===== src/rtl/op_issue_fifo.sv =====
// Command FIFO feeding the registered +1 / pass / -1 stage; drives select=2'b11 (hold) when idle.
// Optional same-edge bypass into an empty FIFO is enabled by defining OP_ISSUE_BYPASS_EN.
module op_issue_fifo #(
    parameter int DEPTH = 4,
    parameter int AW    = 2
) (
    input  logic          clk,
    input  logic          RST,
    input  logic          flush,
    input  logic          pause,
    input  logic          in_valid,
    output logic          in_ready,
    input  logic [1:0]    in_op,
    input  logic [7:0]    in_data,
    output logic [7:0]    number,
    output logic [1:0]    select,
    output logic          issue,
    output logic [AW:0]   level,
    output logic [7:0]    err_cnt
);

    localparam logic [AW:0]   FULL_LVL = (AW + 1)'(DEPTH);
    localparam logic [AW:0]   ZERO_LVL = {(AW + 1){1'b0}};
    localparam logic [AW:0]   ONE_LVL  = {{AW{1'b0}}, 1'b1};
    localparam logic [AW-1:0] ONE_PTR  = {{(AW - 1){1'b0}}, 1'b1};
    localparam logic [1:0]    OP_HOLD  = 2'b11;

    logic [9:0]    mem_r [DEPTH];
    logic [AW-1:0] wr_ptr_r;
    logic [AW-1:0] rd_ptr_r;

    logic       accept_s;
    logic       legal_s;
    logic       byp_s;
    logic       push_s;
    logic       pop_s;
    logic       err_inc_s;
    logic [9:0] head_s;

    // Ready depends only on the registered occupancy, so a same-cycle pop never frees a slot.
    assign in_ready = (level != FULL_LVL);

    // Handshake decode: accept, FIFO push, issue pop and illegal-op detection.
    always_comb begin
        accept_s  = 1'b0;
        legal_s   = 1'b0;
        byp_s     = 1'b0;
        push_s    = 1'b0;
        pop_s     = 1'b0;
        err_inc_s = 1'b0;
        head_s    = mem_r[rd_ptr_r];

        accept_s = in_valid && in_ready && !flush;
        legal_s  = (in_op != OP_HOLD);
`ifdef OP_ISSUE_BYPASS_EN
        byp_s    = accept_s && legal_s && (level == ZERO_LVL) && !pause;
`else
        byp_s    = 1'b0;
`endif
        push_s    = accept_s && legal_s && !byp_s;
        err_inc_s = accept_s && !legal_s;
        pop_s     = !pause && !flush && (level != ZERO_LVL);
    end

    // Entry storage; no reset needed since level gates every read.
    always_ff @(posedge clk) begin
        if (push_s) begin
            mem_r[wr_ptr_r] <= {in_op, in_data};
        end
    end

    // Pointers, occupancy and registered downstream outputs.
    always_ff @(posedge clk or negedge RST) begin
        if (!RST) begin
            wr_ptr_r <= {AW{1'b0}};
            rd_ptr_r <= {AW{1'b0}};
            level    <= ZERO_LVL;
            number   <= 8'h00;
            select   <= OP_HOLD;
            issue    <= 1'b0;
        end else if (flush) begin
            wr_ptr_r <= {AW{1'b0}};
            rd_ptr_r <= {AW{1'b0}};
            level    <= ZERO_LVL;
            select   <= OP_HOLD;
            issue    <= 1'b0;
        end else begin
            if (push_s) begin
                wr_ptr_r <= wr_ptr_r + ONE_PTR;
            end
            if (pop_s) begin
                rd_ptr_r <= rd_ptr_r + ONE_PTR;
            end

            case ({push_s, pop_s})
                2'b10:   level <= level + ONE_LVL;
                2'b01:   level <= level - ONE_LVL;
                default: level <= level;
            endcase

            // pop_s and byp_s are exclusive: bypass only happens with an empty FIFO.
            if (pop_s) begin
                number <= head_s[7:0];
                select <= head_s[9:8];
                issue  <= 1'b1;
            end else if (byp_s) begin
                number <= in_data;
                select <= in_op;
                issue  <= 1'b1;
            end else begin
                select <= OP_HOLD;
                issue  <= 1'b0;
            end
        end
    end

    // Saturating illegal-opcode counter; flush already suppresses accept_s.
    always_ff @(posedge clk or negedge RST) begin
        if (!RST) begin
            err_cnt <= 8'h00;
        end else if (err_inc_s && (err_cnt != 8'hFF)) begin
            err_cnt <= err_cnt + 8'h01;
        end
    end

endmodule


===== config.mk =====
export PLATFORM = sky130hd
export DESIGN_NAME = op_issue_fifo
export DESIGN_NICKNAME = d
export VERILOG_FILES = /design/src/rtl/op_issue_fifo.sv
export SDC_FILE = /design/constraint.sdc
export NUM_CORES = 1
export LEC_CHECK = 0
export ABC_AREA = 0
export CAP_MARGIN = 20
export CORE_ASPECT_RATIO = 0.6
export CORE_UTILIZATION = 50
export DETAILED_ROUTE_END_ITERATION = 10
export PLACE_DENSITY = 0.71
export REMOVE_ABC_BUFFERS = 1
export SYNTH_ARGS = -nofsm -noshare
export SYNTH_HDL_FRONTEND = slang
export SYNTH_SLANG_ARGS = --single-unit

===== constraint.sdc =====
create_clock -name clk -period 2.75 [get_ports clk]
set_input_delay 0.55 -clock clk [delete_from_list [all_inputs] [get_ports clk]]
set_output_delay 0.55 -clock clk [all_outputs]
set_load 0.05 [all_outputs]

After elaboration in Yosys (flattened, before gate mapping)
Memory sizes are Yosys's and may differ from the RTL's.
Cells that the tools add are included.
{ "op_classes": {"n_mux": 12, "magnitude_cmp": 0, "n_reduce_logical": 15, "multipliers": 0, "bitwise_logic": 1, "div_mod_pow": 0, "add_sub_neg": 5, "eq_ne": 5, "shift": 0} }
{ "op_table": {"columns": ["operator", "count"], "rows": [
  ["$mux 2", 6],
  ["$add 8x1->8 const B", 1],
  ["$ne 8x8->1 const B", 1],
  ["$logic_and 1x1->1", 7],
  ["$pmux 3 s2", 1],
  ["$reduce_bool 3->1", 2],
  ["$add 2x1->2 const B", 2],
  ["$mux 1", 4],
  ["$reduce_bool 2->1", 2],
  ["$add 3x1->3 const B", 1],
  ["$logic_not 1->1", 3],
  ["$mux 3", 1],
  ["$ne 3x3->1 const B", 1],
  ["$sub 3x1->3 const B", 1],
  ["$eq 2x1->1 const B", 1],
  ["$eq 2x2->1 const B", 1],
  ["$ne 2x2->1 const B", 1],
  ["$reduce_and 2->1", 1],
  ["$not 1->1", 1]
]} }
{ "totals": {"latchBits": 0, "rom_bits": 0, "out_inout_bits": 23, "in_bits": 15, "n_memories": 1, "reg_bits": 26, "ram_bits": 40} }
{ "memory_table": {"columns": ["name", "words", "width", "read_ports", "rd_ports_with_merged_regs", "wr", "line", "rtl"], "rows": [
  ["mem_r", 4, 10, 1, 0, 1, "28", "logic [9:0] mem_r [DEPTH];"]
]} }

Logic depth before layout (Yosys ltp)
{ "depth": {"word_depth": 7, "depth_mapped": 10, "mapped_depth_nobuf": 8} }

Worst setup path after synthesis
OpenSTA, ideal clock, no wires.
{ "synth_timing": {"path_type": "reg-to-reg", "start": "reg level[2]", "end": "reg level[2]", "required_time_ns": 2.625, "arrival_time_ns": 2.695, "setup_time_ns": 0.125, "stages_incl_launch_ff": 11, "setup_slack_ns": -0.071, "n_path_buf": 2, "cell_sequence": "dfrtp_1 > or3b_1 > buf_2 > and2_1 > buf_6 > nor4_1 > fa_1 > nor3b_1 > a21oi_1 > nor2_1 > a2111oi_0"} }
{ "synth_via": {"elab_chain_len": 7} }
{ "synth_rtl": {"columns": ["item", "line", "rtl"], "rows": [
  ["from (decl)", "18", "output logic [AW:0] level,"],
  ["from (signal assigned)", "96", "2'b10: level <= level + ONE_LVL;"],
  ["from (signal assigned)", "97", "2'b01: level <= level - ONE_LVL;"],
  ["from (signal assigned)", "98", "default: level <= level;"],
  ["$ne 3x3->1 *", "41", "assign in_ready = (level != FULL_LVL);"],
  ["named net in_ready", "12", "output logic in_ready,"],
  ["$logic_and 1x1->1 * (2 in series)", "53", "accept_s = in_valid && in_ready && !flush;"],
  ["$logic_and 1x1->1 *", "60", "push_s = accept_s && legal_s && !byp_s;"],
  ["$eq 2x1->1 / $eq 2x2->1 (equally long branches)", "95", "case ({push_s, pop_s})"],
  ["$pmux 3 s2", "95", null],
  ["$mux 3", "81", "end else if (flush) begin"]
]} }
The timed path passes the listed nets; every way through them passes the cells marked *.
A chain may end at the register's enable or synchronous reset.

Worst setup path in the final report
{ "layout_timing": {"start": "reg level[0]", "end": "out in_ready"} }
{ "layout_via": {"elab_chain_len": 1} }
{ "layout_rtl": {"columns": ["item", "line"], "rows": [
  ["$ne 3x3->1", "41"],
  ["to (decl)", "12"]
]} }
No other way between the ends.

==> flow_metrics.tcl <==
set metrics [dict create \
    outcome "complete, no violations" \
    finalNetCount 238 \
    yosys.cell_count.top_type "edfxtp_1" \
    max_cap_viol_count 0 \
    floorplan.io_pins 38 \
    instance_count_along_the_most_critical_hold_path 1 \
    vdd_drop_max_mv 0.404 \
    drt-initial-drc-count 50 \
    holdBufCountCts 0 \
    postSynth.asyncResetShare 0.394 \
    totalNegativeSetupSlack_ns 0 \
    synth_top_cell_area_share 0.439 \
    netlist_area_um2 2740 \
    post_synth.cell_area_avg_um2 16.6 \
    dp_hpwl_mm 3.25 \
    r2r.worst_path.cells 8 \
    floorplan.die.height_um 59.3 \
    post-synth-top-area-cell "edfxtp_1" \
    pre_cts_slack_ns 0.00432 \
    numCtsBuffers 9 \
    number_of_antenna_violations_at_the_first_check_in_global_routing 0 \
    switching_share 0.356 \
    final.period_utilization 0.930 \
    timing.critical_path.to_type "output pin" \
    finalMaxSlewViolations 0 \
    worst_ep_required_time_ns 2.20 \
    grt_usage 0.180 \
    cts_repair_resize_count 0 \
    clock_tree_from_tritoncts "built" \
    layout_cells_sized_above_1 0.212 \
    drcViolationCount 0 \
    detailed_routing_iteration_count_for_the_pre_antenna_repair_pass 4 \
    clock_insertion_delay_worst_skew_ns 0.32 \
    numClockSinks 66 \
    finClkSkew_ns 0.00898 \
    synth_common_cells "40 x edfxtp_1, 24 x dfrtp_1, 11 x nor2_1, 10 x mux4_2, 9 x mux2_2" \
    grt_first_pass_wirelength_mm 7.45 \
    leakage_nw 1.28 \
    via_count_of_the_first_global_routing_pass 1518 \
    finalHoldViolCount 0 \
    ctsHtreeMaxLevel 3 \
    ctsLongestPathBuffers 2 \
    finalWorstSetupSlack_ns 0.193 \
    power_frac_seq 0.411 \
    crit_path_start_kind "flip-flop" \
    via_count 1523 \
    horizontal_extent_of_the_die_um 97.6 \
    post_layout_min_period_ns 2.56 \
    detail_route.wl_per_cell_um 16.0 \
    yosys-top-cells-area "edfxtp_1 44%, dfrtp_1 22%, mux4_2 8.2%, mux2_2 3.7%, ha_1 2.3%" \
    postSynthRegisterBits 66 \
    diodes 0 \
    overflow 0 \
    effective_utilization_at_floorplan 0.531 \
    criticalPathCategory "reg2out" \
    gp_congestion 0.740 \
    core_um2 5150 \
    postCtsSetupBuffers 0 \
    cell_internal_pwr_mw 2.16 \
    wirelength_mm 4.62 \
    detail-route-antenna-nets 0 \
    power_switching_mw 1.19 \
    post_synth_inst_count 165 \
    worst-endpoint-arrival_ns 2.01 \
    yosys_warnings 0 \
    row_count 20 \
    synth_cell_types 35 \
    drt-vias-per-instance 5.29 \
    area.growth.synth_to_final_pct 24.7 \
    power.clock.fraction 0.219 \
    setup_viol 0 \
    rsz_0062_raised_after_global_routing "false" \
    grt_max_degree 27 \
    clockRootBuffer "clkbuf_8" \
    yosysSeqAreaShare 0.677 \
    clk_pin_slew_ns 0.06 \
    synth_enable_flop_cells 40 \
    critical_path_peak_fanout 7 \
    worst-slew-pin-transition_ns 0.711 \
    design.die.area_um2 5790 \
    synthFlopType "edfxtp_1" \
    max-slew-margin-rel 0.526 \
    maximum_clock_frequency_mhz 391 \
    hp-class "reg2reg" \
    power_density_nw_per_um2 982 \
    placement.io_buffers 37 \
    combinational_group_share_of_total_power 0.370 \
]
-- layer usage --
metal  wire [um]  global-route usage  vias up
met5           0                   0        -
met4          60              0.0861        0
met3         180              0.0590        4
met2        2310               0.290       35
met1        2070               0.228      768
li1            -                   -      716
-- layout by cell type (no fill, tap or decap), types with 2 or more instances in the layout --
cell and count:
and2_1 5, nand2b_1 4, mux4_2 10, a21oi_1 3
ha_1 5, xor2_1 6, nor2_1 11, clkdlybuf4s50_1 37
nand4_1 2, inv_1 4, clkbuf_8 9, mux2_2 9
dfrtp_1 24, dfstp_2 2, buf_4 11, nand2_1 2
nand3_1 5, nor3b_1 2, clkinv_1 2, edfxtp_1 40
nor2b_1 2, xnor2_1 4, clkbuf_1 3, nor3_1 5
-- power groups by stage --
stage / clock, mW / sequential [mW] / combinational [mW]
CTS: 0.756 / 1.39 / 1.25
global placement: 0 / 1.39 / 1.22
floorplan: 0 / 1.77 / 0.462
global route: 0.795 / 1.41 / 1.31
detailed placement: 0 / 1.41 / 1.24
finish: 0.734 / 1.38 / 1.24
-- path summary, 6_finish.rpt --
check                      startpoint    endpoint  slack, ns
setup reg to reg             level[0]    level[2]       0.23
min in group asynchronous         RST  err_cnt[3]       0.59
setup / recovery             level[0]    in_ready       0.19
max in group asynchronous         RST   select[0]       1.86
hold / removal             err_cnt[7]  err_cnt[7]       0.50
hold reg to reg            err_cnt[7]  err_cnt[7]       0.50
-- critical path, stage by stage, from the launching register on --
cell and delay (ns):
dfrtp_1 0.45, or3b_1 0.50, clkdlybuf4s50_1 0.74
-- registers in the layout (all words and copies together), names as in the netlist --
register,count
select,2
mem_r,40
level,3
err_cnt,8
number,8
wr_ptr_r,2
issue,1
rd_ptr_r,2
-- area by class of cell --
| type | instances | area [um2] |
|---|---|---|
| Inverter | 4 | 15.0 |
| Multi-Input combinational cell | 88 | 832 |
| Tap cell | 66 | 82.6 |
| Clock inverter | 4 | 42.5 |
| Timing Repair Buffer | 48 | 453 |
| Sequential cell | 66 | 1850 |
| Clock buffer | 12 | 135 |
| Fill cell | 370 | 1740 |
-- stage by stage --
step | area, um2 | utilization | hold slack, ns | instances | total power [mW]
final | 3410 | 0.662 | 0.498 | 288 | 3.35
after detailed placement | 3240 | 0.628 | 0.492 | 272 | 2.65
after global placement | 3240 | 0.628 | 0.482 | 272 | 2.61
after CTS | 3410 | 0.662 | 0.502 | 288 | 3.39
after global routing | 3410 | 0.662 | 0.519 | 288 | 3.52
after floorplan | 2700 | - | 0.254 | 158 | 2.23
-- cells by family (layout without fill, tap and decap cells) --
| logic type | count (synthesis) | count (layout) | share of synthesized area |
|---|---|---|---|
| AO/OA/AOI/OAI | 8 | 8 | 0.0206 |
| adder cells (fa/ha/maj) | 6 | 6 | 0.0302 |
| buffers and inverters | 11 | 68 | 0.0192 |
| flip-flops | 66 | 66 | 0.677 |
| AND/OR/NAND/NOR | 42 | 42 | 0.0827 |
| multiplexers | 21 | 21 | 0.128 |
| XOR/XNOR | 11 | 11 | 0.0420 |
(Power assumes the default switching activity.)
